### config.mk
export PLATFORM = sky130hd
export DESIGN_NAME = shifter
export DESIGN_NICKNAME = d
export VERILOG_FILES = /design/src/rtl/shifter.sv
export SDC_FILE = /design/constraint.sdc
export NUM_CORES = 1
export LEC_CHECK = 0
export CORE_ASPECT_RATIO = 0.6
export CORE_UTILIZATION = 41
export DETAILED_ROUTE_END_ITERATION = 10
export PLACE_DENSITY_LB_ADDON = 0.3
export RECOVER_POWER = 100
export SYNTH_ARGS = -nofsm -noshare
export SYNTH_HDL_FRONTEND = slang
export SYNTH_SLANG_ARGS = --single-unit
### constraint.sdc
create_clock -name clk -period 1 [get_ports clk]
set_clock_uncertainty 0.05 [all_clocks]
set_input_delay 0.1 -clock clk [delete_from_list [all_inputs] [get_ports clk]]
set_output_delay 0.1 -clock clk [all_outputs]
set_load 0.05 [all_outputs]
### src/rtl/shifter.sv
// shifter: single-position shift unit with a combinational result (sout)
// and a registered copy (sout_q / out_valid) captured on in_valid.
// Operations: 00 pass, 01 shift left, 10 logical right, 11 arithmetic right.
// Optional build macro SHIFTER_FLAGS_EN adds registered zero_q / neg_q flags
// describing the captured result.
module shifter #(
    parameter int WIDTH = 16
) (
    input  logic             clk,
    input  logic             rst_n,
    input  logic [WIDTH-1:0] in,
    input  logic [1:0]       shift,
    input  logic             in_valid,
    output logic [WIDTH-1:0] sout,
    output logic [WIDTH-1:0] sout_q,
`ifdef SHIFTER_FLAGS_EN
    output logic             zero_q,
    output logic             neg_q,
`endif
    output logic             out_valid
);

    logic [WIDTH-1:0] sout_d;
    logic [WIDTH-1:0] sout_reg_d;
    logic             valid_d;
    logic             valid_q;

    // Combinational shift result; X on shift is not meaningfully resolved.
    always_comb begin
        sout_d = in;
        case (shift)
            2'b00:   sout_d = in;
            2'b01:   sout_d = {in[WIDTH-2:0], 1'b0};
            2'b10:   sout_d = {1'b0, in[WIDTH-1:1]};
            default: sout_d = {in[WIDTH-1], in[WIDTH-1:1]};
        endcase
    end

    assign sout = sout_d;

    // Next-state for the registered path: load on in_valid, otherwise hold.
    always_comb begin
        sout_reg_d = sout_q;
        valid_d    = in_valid;
        if (in_valid) begin
            sout_reg_d = sout_d;
        end
    end

    // Result register and valid flag; reset forces both to zero immediately.
    always_ff @(posedge clk or negedge rst_n) begin
        if (!rst_n) begin
            sout_q  <= '0;
            valid_q <= 1'b0;
        end else begin
            sout_q  <= sout_reg_d;
            valid_q <= valid_d;
        end
    end

    assign out_valid = valid_q;

`ifdef SHIFTER_FLAGS_EN
    logic zero_d;
    logic neg_d;

    // Flags follow the value being captured and hold between captures.
    always_comb begin
        zero_d = zero_q;
        neg_d  = neg_q;
        if (in_valid) begin
            zero_d = (sout_d == '0);
            neg_d  = sout_d[WIDTH-1];
        end
    end

    // Flag registers share the result register's reset behaviour.
    always_ff @(posedge clk or negedge rst_n) begin
        if (!rst_n) begin
            zero_q <= 1'b0;
            neg_q  <= 1'b0;
        end else begin
            zero_q <= zero_d;
            neg_q  <= neg_d;
        end
    end
`endif

endmodule

==> results.txt, run 1 <==
The row count came out at 14. The post-cts sizing count is 79. The share of the Yosys chip area taken by registers is 36.8%. The final HPWL from detailed placement came out at 3.49 mm. Buffers inserted during clock tree synthesis total 3. The floorplan step set the die width to 70.6 um.

The die extent in y came out at 43.1 um. The per-instance average area after synthesis is 9.40 um2. Routability-driven placement finished with a final weighted congestion of 0.781. In the synthesized netlist the async set-or-reset flop fraction comes to 100%.

The starting density of the core came out at 44.6%. The maximum clock path buffer count is 2. Clock tree synthesis selected as its root buffer the cell sky130_fd_sc_hd__clkbuf_8.

The flow did not finish. The count of yosys warnings during synthesis came out at 0. The H-tree depth came out at 1. sky130_fd_sc_hd__dfrtp_1 takes more of the synthesized area than any other cell.

For this run, the leading register cell type out of synthesis is sky130_fd_sc_hd__dfrtp_1. The first error in the log reads "[ERROR DPL-0038] Utilization greater than 100%, impossible to legalize". The net count after synthesis came out at 144. The run ended at clock tree synthesis (4_1_cts). The count of boundary I/O pins came out at 54.

The post-cts hold buffer count is 0. Yosys mapped a number of flops with a built-in enable equal to 0. The commonest cells after synthesis are sky130_fd_sc_hd__mux2i_1 (29), sky130_fd_sc_hd__dfrtp_1 (17), sky130_fd_sc_hd__inv_1 (15), sky130_fd_sc_hd__nand2b_1 (15), sky130_fd_sc_hd__nand3_1 (15). In this run, synthesis produced a sequential element count of 17. By instance count, the leading cell after synthesis is sky130_fd_sc_hd__mux2i_1. Sorting the synthesized cells by area gives the leading types as sky130_fd_sc_hd__dfrtp_1 (37%), sky130_fd_sc_hd__mux2i_1 (25%), sky130_fd_sc_hd__o211ai_1 (9.1%). The placed instances occupy a cell area of 0.00240 mm2.

The number of distinct library cells after synthesis came out at 16. The synthesized instance count came out at 123. The port buffer count is 53.

The area of the mapped netlist is 0.00116 mm2. After clock tree synthesis, the setup repair step added 7 buffers. The CTS sink count came out at 17. The share of the synthesized area in the top cell type is 36.8%.
-- through the flow --
step | TNS, ns | setup WS (ns) | instances | hold WS (ns) | util (%)
global placement | -15.36 | -0.568 | 221 | 0.404 | 92.7
detailed placement | -17.18 | -0.633 | 221 | 0.402 | 92.7
floorplan | -0.923 | -0.0739 | 123 | -0.246 | -
-- logic make-up after synthesis --
logic type,after synthesis,synth area share [%]
muxes,29,25.1
DFF,17,36.8
buffers and inverters,25,10.4
and+or+nand+nor,35,16.9
AOI/OAI and AO/OA,17,10.8
==> run 2: changes to the inputs <==
--- a/config.mk
+++ b/config.mk
@@ -5,10 +5,10 @@
 export SDC_FILE = /design/constraint.sdc
 export NUM_CORES = 1
 export LEC_CHECK = 0
-export CORE_ASPECT_RATIO = 0.6
-export CORE_UTILIZATION = 41
+export CORE_AREA = 2 2 63 65
 export DETAILED_ROUTE_END_ITERATION = 10
-export PLACE_DENSITY_LB_ADDON = 0.3
+export DIE_AREA = 0 0 65 67
+export PLACE_DENSITY_LB_ADDON = 0.15
 export RECOVER_POWER = 100
 export SYNTH_ARGS = -nofsm -noshare
 export SYNTH_HDL_FRONTEND = slang
==> run 2 against run 1 <==
Synthesized cell count unchanged. The flow now finishes, with violations (negative setup slack). Synthesized area unchanged.
==> results.txt, run 2 <==
Setup repair after global routing could not meet its margin everywhere. The row count came out at 22 (was 14). The net count after synthesis came to 144 (unchanged). Most used standard cells in the synthesized netlist: sky130_fd_sc_hd__mux2i_1 (29), sky130_fd_sc_hd__dfrtp_1 (17), sky130_fd_sc_hd__inv_1 (15), sky130_fd_sc_hd__nand2b_1 (15), sky130_fd_sc_hd__nand3_1 (15) (unchanged). The core region is 0.00361 mm2. The die boundary width is 65 um (was 70.6 um). The H-tree depth came out at 1 (unchanged). At the worst endpoint, the required time is 0.85 ns. The top cell type by total area after synthesis is sky130_fd_sc_hd__dfrtp_1 (unchanged).

The CTS sink count was 17 (unchanged). The tightest slew margin relative to the limit is 67.3%. The worst setup path is of the in2out kind. Together, buffers and inverters on the worst path number 3. The placed instance count was 234 (was 221). The dominant register cell in the synthesized netlist is sky130_fd_sc_hd__dfrtp_1 (unchanged). Leaving out fill and tap cells, the most frequent cell in the layout is sky130_fd_sc_hd__buf_12. Excluding fillers, the count of instances in the completed layout stands at 247. In the global route stage, overall resource usage came out at 19.8%. The final setup slack of the worst path came out at -0.131 ns.

The count of antenna-violating nets left after detailed routing came out at 0. The port buffer count was 53 (unchanged). The combinational power share came out at 57.0%.

The maximum VDD drop is 0.651 mV. The critical path endpoint category is an output pin. The largest net degree at the start of global routing came out at 19. The number of vias after detailed routing is 1,255. The die area came out at 0.00436 mm2.

The final-report max-slew violation count was 0. The transition time at the pin with the least slew margin is 0.490 ns. The cell chosen for the clock root is sky130_fd_sc_hd__clkbuf_8 (unchanged). The routed length per instance is 16.0 um. The static leakage is 1.14 nW.

In this run the most used layer during global routing was met2. The path class of the lowest-slack min-delay path is in2reg. In this run the most critical hold path is launched from in[15]. The count of boundary I/O pins is 54 (unchanged). Leaving out fill and tap cells, the most frequent cells in the layout are sky130_fd_sc_hd__buf_12 (37), sky130_fd_sc_hd__mux2i_4 (24), sky130_fd_sc_hd__buf_4 (18), sky130_fd_sc_hd__dfrtp_1 (17). Cell internal power was estimated by the tool at 1.97 mW. The routability congestion estimate is 0.723 (was 0.781). The final reports fail on negative setup slack. Synth area leaders: sky130_fd_sc_hd__dfrtp_1 (37%), sky130_fd_sc_hd__mux2i_1 (25%), sky130_fd_sc_hd__o211ai_1 (9.1%) (unchanged).

STA classifies the critical path startpoint as a primary input. The total wirelength of the detailed-routed design is 3.96 mm. The maximum clock frequency came out at 0.884 GHz. The number of maximum-capacitance constraint violations came out at 0. The number of clock buffers inserted by TritonCTS is 3 (unchanged).

At the later pin of the worst-skew pair, clock insertion delay measures 0.25 ns. Summed over all failing endpoints, the final setup total negative slack is -1.06 ns. On the critical path, the stage with the largest delay is an instance of sky130_fd_sc_hd__or3b_4. On the worst path, the slowest cell contributes a delay of 0.39 ns. In the routed layout, each cell is associated on average with a via count of 5.08. The count of cells along the worst hold path came out at 3. The sequential power share came out at 26.3%.

The number of flops mapped to enable cells by yosys came out at 0 (unchanged). The number of DRC markers in iteration 0 came out at 87. The total congestion overflow after global routing is 0.

The first TritonRoute pass finished after 4 iterations. The register with the most flip-flops is sout_q. The proportion of synthesized chip area in sequential cells came to 36.8% (unchanged). Walking the worst path, the cells encountered are buf_12 -> buf_16 -> or3b_4 -> nand2_4 -> buf_12.

The path with the worst hold slack has its endpoint at sout_q[14]. The final setup violation count came out at 16. Along the worst path, the maximum fanout reaches 5. The register with the most flip-flops in the layout has 16 of them. STA puts the critical path data arrival time at 0.98 ns. For met2 alone, demand over resource in global routing was 36.6%. The global routing met1 resource utilization is 22.2%. The antenna cell count is 0.

In this run the critical register-to-register path is captured at sout_q[6]. The register-to-register setup slack came out at 0.13 ns. The wire length of the first global-routing pass came out at 6.63 mm. The number of antenna violations at the first check in global routing is 0. The final HPWL from detailed placement came out at 2.60 mm (was 3.49 mm). The maximum clock path buffer count came out at 2 (unchanged). The count of yosys warnings during synthesis came out at 0 (unchanged).

The worst path uses 113% of the clock period. The final-stage net count is 221. The synthesis-to-layout area growth is 134%.

The detailed-route DRC error count is 0. The via count of the first global-routing pass came out at 1,375. Net switching is 39.1% of the power.

Grouping stages by cell kind, the critical path spends the most delay in simple AND/OR/NAND/NOR gates. After layout, the minimum clock period comes to 1.13 ns. The per-instance average area after synthesis was 9.40 um2 (unchanged). The switching power is 1.27 mW. The worst register-to-register path has a depth of 3. The die extent in y came out at 67 um (was 43.1 um). The hold violation total from the final report is 0. The most common cell in the synthesized netlist is sky130_fd_sc_hd__mux2i_1 (unchanged). Dividing total power by cell area gives a power density of 1200 mW/mm2. The area of the mapped netlist was 0.00116 mm2 (unchanged). The flip-flop and latch count after synthesis came out at 17 (unchanged).

The global-route met3 utilization is 4.73%. The clock edge transition at the registers on the reported setup and hold paths is 0.07 ns. TritonCTS built the clock tree. The proportion of synthesized flip-flops having asynchronous set or reset is 100% (unchanged).

The clock network fraction of total power is 16.7%. The synthesized instance count came out at 123 (unchanged). The number of distinct library cells after synthesis is 16 (unchanged). The starting density of the core was 32.1% (was 44.6%). Outcome: complete, but fails checks (was stopped before the end). The share of the synthesized area in the top cell type is 36.8% (unchanged). In this run the critical register-to-register path is launched from sout_q[6].

The layout cell share with drive strength beyond 1 is 52.3%. The cell occurring most often along the worst timing path is sky130_fd_sc_hd__buf_12.
==> run 2: cell counts after synthesis <==
Identical to the previous run, type by type.
==> run 2: power groups by stage <==
stage               sequential, mW  clock [mW]  combinational (mW)
finish                       0.853       0.541                1.85
floorplan                     1.10           0               0.607
detailed placement           0.867           0                1.72
global route                 0.861       0.579                1.92
global placement             0.863           0                1.70
CTS                          0.855       0.532                1.82
==> run 2: how the worst max path moves through the flow <==
stage	start	endpoint	slack, ns	cells past startpoint
final	shift[0]	sout[0]	-0.13	5
after global routing	shift[0]	sout[0]	-0.15	5
after CTS	shift[0]	sout[0]	-0.12	5
after detailed placement	shift[0]	sout[4]	-0.60	5
after global placement	shift[0]	sout[8]	-0.58	5
after floorplan	shift[0]	sout[14]	-0.07	3
==> run 2: through the flow <==
stage               worst slack (ns)  hold slack, ns  total power, mW  util [%]  cell area [um2]
finish                        -0.131           0.157             3.24      75.1             2710
detailed placement            -0.604           0.412             2.59      66.9             2410
CTS                           -0.118           0.155             3.21      73.6             2660
floorplan                    -0.0739          -0.246             1.70         -             1370
global placement              -0.583           0.407             2.57      66.9             2410
global route                  -0.153           0.170             3.36      75.1             2710
==> run 2: final cells by class <==
class | instances | area, um2
multi-input cells | 81 | 948
flip-flops and latches | 17 | 425
fillers | 242 | 900
clock buffers | 4 | 45.0
inverters | 15 | 56.3
repair buffers | 82 | 1170
well taps | 48 | 60.1
==> run 2: cells by family (layout without fill, tap and decap cells) <==
group / Yosys count / count (layout) / synth area share (%)
DFF: 17 / 17 / 36.8
muxes: 29 / 29 / 25.1
AOI/OAI and AO/OA: 17 / 17 / 10.8
buffers and inverters: 25 / 101 / 10.4
and+or+nand+nor: 35 / 35 / 16.9
==> run 2: per-layer routing <==
metal,share of wire [%],wire [um]
met1,39,1540
met5,0,0
met4,1.2,48
met2,55,2170
met3,5.1,202
==> run 2: tightest hold or removal path: stages <==
cell	delay [ns]
sky130_fd_sc_hd__clkbuf_2	0.14
sky130_fd_sc_hd__nand3_1	0.10
sky130_fd_sc_hd__o211ai_1	0.08
==> run 2: repair_timing <==
| action | in CTS | in global routing |
|---|---|---|
| hold buffers | 0 | 0 |
| resized for setup | 54 | 23 |
| endpoints found under the setup margin | 32 | 26 |
| buffers inserted | 3 | 3 |
| gates cloned | 3 | 1 |
| pin swaps | 1 | 0 |
Note: power is estimated with default switching activity, not from simulation.
==> run 3: changes to the inputs <==
==> constraint.sdc (replaced) <==
create_clock -name clk -period 1.35 [get_ports clk]
set_clock_uncertainty 0.05 [all_clocks]
set_input_delay 0.135 -clock clk [delete_from_list [all_inputs] [get_ports clk]]
set_output_delay 0.135 -clock clk [all_outputs]
set_load 0.05 [all_outputs]
==> run 3 against run 2 <==
The flow now finishes without violations. Sequential power decreased by 30%. First-iteration DRC count decreased by 40%. Combinational power decreased by 44%. Sequential cell count stayed put. Register-to-register slack gained 0.48 ns. Count of clock-buffer cells in the layout decreased by 1. Via count is 5.7% lower. Die area unchanged. Worst setup slack gained 0.18 ns. Non-clock buffer count shrank 8. Power down 37%. Sequential share of layout area is 4.1 points higher. Largest cell class unchanged. Highest routed layer unchanged.
==> results.txt, run 3 (same netlist as run 2, synthesis figures left out) <==
The detailed-route DRC error count was 0 (unchanged). The iteration count of the initial detailed-routing pass came out at 4 (unchanged). The post-cts hold buffer count came out at 0 (unchanged).

The register with the most flip-flops is sout_q (unchanged). The critical path launch point is shift[0] (unchanged). The largest net degree at the start of global routing is 18 (was 19). The final-stage net count is 213 (was 221). The required time of the critical path was 1.16 ns (was 0.85 ns). The kind of critical path is in2out (unchanged). The hold path startpoint is in[5] (was in[15]).

The number of antenna violations at the first check in global routing came to 0 (unchanged). Cells traversed along the worst timing path: buf_2 -> buf_16 -> or3b_1 -> nand2_4 -> buf_12 (was buf_12 -> buf_16 -> or3b_4 -> nand2_4 -> buf_12). The hold violation total from the final report came out at 0 (unchanged). The path class of the lowest-slack min-delay path was in2reg (unchanged). The synthesis-to-layout area growth is 85.6% (was 134%).

The setup TNS after final layout came out at 0 ns (was -1.06 ns). The total congestion overflow after global routing came out at 0 (unchanged). The sequential power share is 29.5% (was 26.3%). The row count is 22 (unchanged).

RSZ-0062 raised after global routing: no (was yes). The layout cell share with drive strength beyond 1 is 39.3% (was 52.3%). The clock network fraction of total power came out at 19.3% (was 16.7%).

The clock latency at the later pin of the worst-skew pair was 0.25 ns (about the same). The routed length per instance came out at 15.1 um (was 16.0 um). The die extent in y is 67 um (unchanged). The maximum VDD drop was 0.476 mV (was 0.651 mV). The final setup violation count is 0 (was 16). The final HPWL from detailed placement was 2.49 mm (was 2.60 mm). The reg-to-reg startpoint is sout_q[12] (was sout_q[6]). The final-report max-slew violation count came out at 0 (unchanged). The via count of the first global-routing pass was 1,284 (was 1,375).

The maximum net fanout on the critical path is 9 (was 5). The CTS sink count came to 17 (unchanged). The number of vias after detailed routing is 1,184 (was 1,255). The routability congestion estimate was 0.731 (was 0.723). The switching power is 0.846 mW (was 1.27 mW). The buffering stage count on the worst path with inverters included is 3 (unchanged). The worst-case hold slack was 0.195 ns (was 0.157 ns).

The H-tree depth came to 1 (unchanged). The clock tree from TritonCTS was built (unchanged). The data arrival time of the worst path is 1.12 ns (was 0.98 ns). The kind of start point of the critical path was a primary input (unchanged). The count of boundary I/O pins is 54 (unchanged). The per-cell via count in the routed design is 4.95 (was 5.08). The area of the core came to 0.00361 mm2 (unchanged). The cell family with the largest share of critical-path delay is simple AND/OR/NAND/NOR gates (unchanged). Outcome: complete, no violations (was complete, but fails checks). The antenna cell count was 0 (unchanged). The die boundary width is 65 um (unchanged). The number of maximum-capacitance constraint violations is 0 (unchanged).

The total wirelength of the detailed-routed design came out at 3.61 mm (was 3.96 mm). The wire length of the first global-routing pass came out at 6.51 mm (was 6.63 mm). The cell chosen for the clock root is sky130_fd_sc_hd__clkbuf_8 (unchanged). The clock edge transition at the registers on the reported setup and hold paths came out at 0.07 ns (about the same). The count of antenna-violating nets left after detailed routing is 0 (unchanged). The total of fill cells in the finished design is 319 (was 242). The total power divided by cell area came to 946 mW/mm2 (was 1200 mW/mm2). The overall power came out at 2.03 mW (was 3.24 mW). The starting density of the core is 32.1% (unchanged).

The die area is 0.00436 mm2 (unchanged). The largest stage delay on the critical path came out at 0.44 ns (was 0.39 ns). The static leakage is 1.04 nW (was 1.14 nW). The maximum clock path buffer count was 2 (unchanged).

The internal power component came out at 1.18 mW (was 1.97 mW). The total global routing track utilization is 19.3% (was 19.8%). The end-of-flow core utilization is 59.5% (was 75.1%).

The cell with the largest stage delay on the worst path was sky130_fd_sc_hd__or3b_1 (was sky130_fd_sc_hd__or3b_4). The switching power as a share of total power is 41.7% (was 39.1%). The critical path endpoint category is an output pin (unchanged). The maximum clock frequency is 0.769 GHz.

The combinational power share came out at 51.2% (was 57.0%). The number of flip-flops in the largest register came out at 16 (unchanged). The number of DRC markers in iteration 0 is 52 (was 87). The tightest slew margin relative to the limit is 66.3% (was 67.3%). The transition time at the pin with the least slew margin is 0.505 ns (was 0.490 ns).

The most common cell after layout, fill and taps aside is sky130_fd_sc_hd__clkbuf_2 (was sky130_fd_sc_hd__buf_12). The time the final worst path needs with I/O delays and setup came out at 1.30 ns. The number of clock buffers inserted by TritonCTS is 3 (unchanged). The final worst-path cycle share came out at 96.4%. The port buffer count is 53 (unchanged). Highest-count cells in the layout ignoring fill and taps: sky130_fd_sc_hd__clkbuf_2 (19), sky130_fd_sc_hd__dfrtp_1 (17), sky130_fd_sc_hd__buf_12 (17) (was sky130_fd_sc_hd__buf_12 (37), sky130_fd_sc_hd__mux2i_4 (24), sky130_fd_sc_hd__buf_4 (18), sky130_fd_sc_hd__dfrtp_1 (17)).
## run 3: cell count changes in the layout (fill, tap and decap cells not counted), moves of 8 or more
cell                              before  now
sky130_fd_sc_hd__dlygate4sd2_1         3   13
sky130_fd_sc_hd__mux2i_4              24    8
sky130_fd_sc_hd__clkdlybuf4s15_1       8    0
sky130_fd_sc_hd__clkbuf_2              7   19
sky130_fd_sc_hd__buf_12               37   17
sky130_fd_sc_hd__mux2i_1               2   14
## run 3: path summary, 6_finish.rpt
path,endpoint,slack (ns),cells past startpoint
min,sout_q[4],0.20,3
max in group asynchronous,sout_q[1],0.64,2
min in group asynchronous,out_valid,0.30,2
max reg2reg,sout_q[12],0.61,2
min reg2reg,sout_q[6],0.47,2
max,sout[0],0.05,5
## run 3: metal layers
layer	global-route usage, %	vias up	wire length, um
met5	0	-	0
met4	5.32	0	46
met3	2.87	7	152
met2	34.8	35	1970
met1	24.0	574	1440
li1	-	568	-
## run 3: repair_timing
item / 4_1_cts / 5_1_grt
gates resized for setup: 50 / 7
setup buffers: 2 / 0
pin swaps: 1 / 1
setup endpoints to repair: 16 / 7
cloned: 2 / 0
hold endpoints to repair: 0 / 0
## run 3: worst reg2reg max path, cell delays in order, from the launching register on
cell                       delay [ns]
sky130_fd_sc_hd__dfrtp_1         0.39
sky130_fd_sc_hd__nand2b_1        0.08
sky130_fd_sc_hd__o211ai_1        0.10
## run 3: through the flow
step,instances,cell area [um2],worst slack (ns)
after floorplan,123,1170,-0.205
after global placement,231,2210,-0.256
after detailed placement,231,2210,-0.276
after CTS,239,2450,0.00430
after global routing,239,2150,0.0165
final,239,2150,0.0490
## run 3: area by class of cell
| type | instances | area, um2 | area share [%] |
|---|---|---|---|
| repair buffers | 74 | 810 | 37.7 |
| multi-input cells | 81 | 748 | 34.9 |
| flip-flops and latches | 17 | 425 | 19.8 |
| well taps | 48 | 60.1 | 2.80 |
| inverters | 15 | 56.3 | 2.62 |
| clock buffers | 3 | 41.3 | 1.92 |
| clock inverters | 1 | 5.00 | 0.233 |
## run 3: power groups by stage
stage / Clock [mW] / Combinational (mW) / Sequential (mW)
after global routing: 0.436 / 1.09 / 0.609
after global placement: 0 / 1.16 / 0.641
after CTS: 0.396 / 1.27 / 0.634
final: 0.392 / 1.04 / 0.599
after floorplan: 0 / 0.354 / 0.811
after detailed placement: 0 / 1.17 / 0.643
==> run 4: changes to the inputs <==
--- a/config.mk
+++ b/config.mk
@@ -6,6 +6,7 @@
 export NUM_CORES = 1
 export LEC_CHECK = 0
 export CORE_AREA = 2 2 63 65
+export CTS_BUF_LIST = sky130_fd_sc_hd__clkbuf_8
 export DETAILED_ROUTE_END_ITERATION = 10
 export DIE_AREA = 0 0 65 67
 export PLACE_DENSITY_LB_ADDON = 0.15
==> results of run 4 <==
The final DEF is identical to that of run 3; final timing and power are the same.
==> variant, RTL diff (config.mk and constraints of run 4) <==
Remove the register `valid_q`: a continuous assignment takes its place, so the output `out_valid` follows one clock earlier.
--- a/src/rtl/shifter.sv
+++ b/src/rtl/shifter.sv
@@ -51,12 +51,12 @@
     always_ff @(posedge clk or negedge rst_n) begin
         if (!rst_n) begin
             sout_q  <= '0;
-            valid_q <= 1'b0;
         end else begin
             sout_q  <= sout_reg_d;
-            valid_q <= valid_d;
         end
     end
+
+    assign valid_q = valid_d;
 
     assign out_valid = valid_q;
 
Formal check against the unedited RTL: not equivalent (Yosys sat finds a counterexample within 4 cycles, from zero or initial values and one cycle with rst_n low).
==> variant against run 4 <==
  * Hold slack improved by 0.072 ns
  * Synthesized cell count unchanged
  * Total power increased by 0.73%
  * Core utilization decreased by 1.7 points
  * Area after synthesis decreased by 1.5%
  * Design area decreased by 2.9%
  * Wire length increased by 5.6%
  * Global-route usage increased by 0.87 points
  * Sequential cell count decreased by 1
  * Largest power group unchanged
  * Sequential share of layout area decreased by 0.61 points
  * Setup slack improved by 0.0043 ns
==> variant: results <==
export IMPL_synth_area_mux_share_pct=25.49
export IMPL_ys_types=17
export IMPL_critPathSlowestCell="dlygate4sd3_1"
export IMPL_seqPwrFrac_pct=27.7
export IMPL_post_place_cells=232
export IMPL_via_per_inst=4.992
export IMPL_status="finished clean"
export IMPL_postSynthAreaPerCell_um2=9.257
export IMPL_synth_compound_area_share_pct=10.99
export IMPL_drt_total_wl_mm=3.809
export IMPL_dp_hpwl_mm=2.442
export IMPL_wl_met1_mm=1.576
export IMPL_r2r_start="sout_q[13]"
export IMPL_drt_pass1_iter_count=5
export IMPL_fin_nets=214
export IMPL_track_usage_pct=20.20
export IMPL_grt_first_pass_wirelength_mm=6.520
export IMPL_place_area_mm2=0.002183
export IMPL_route_met3_wl_um=217
export IMPL_path_delay_family="buffers and inverters"
export IMPL_cts_resized=44
export IMPL_grt_max_degree=24
export IMPL_synthTopCellsByCount="mux2i_1, dfrtp_1, inv_1, nand2b_1, nand3_1"
export IMPL_vias=1198
export IMPL_place_congestion=0.7311
export IMPL_drive_gt1_share_pct=40.10
export IMPL_fillerInstances=318
## variant: cell type report
type | count | area share [%]
multi-input combinational | 81 | 32.31
clock buffer | 4 | 2.643
inverter | 15 | 2.703
timing repair buffer | 76 | 40.24
tap | 48 | 2.883
sequential | 16 | 19.22
## variant: worst paths after layout
check	to	depth (start not counted)
worst max-delay path	out_valid	3
worst min-delay path	sout_q[0]	3
worst max register to register	sout_q[13]	2
worst min register to register	sout_q[9]	2
max in group asynchronous	sout_q[8]	2
min in group asynchronous	sout_q[13]	2
## variant: routing by layer
layer	track usage (%)	vias up
li1	-	569
met1	23.43	584
met2	34.79	39
met3	3.547	6
met4	11.97	0
met5	0	-
## variant: per-stage QoR
step                worst slack (ns)  total power (uW)  hold slack, ns  utilization (%)
finish                       0.05326              2045          0.2669            57.77
detailed placement           -0.2571              1782          0.4451            60.55
floorplan                    -0.2054              1136         -0.2106                -
global placement             -0.2352              1769          0.4354            60.55
global route                 0.02108              2134          0.2994            57.77
CTS                          0.02498              2297          0.1672            66.38
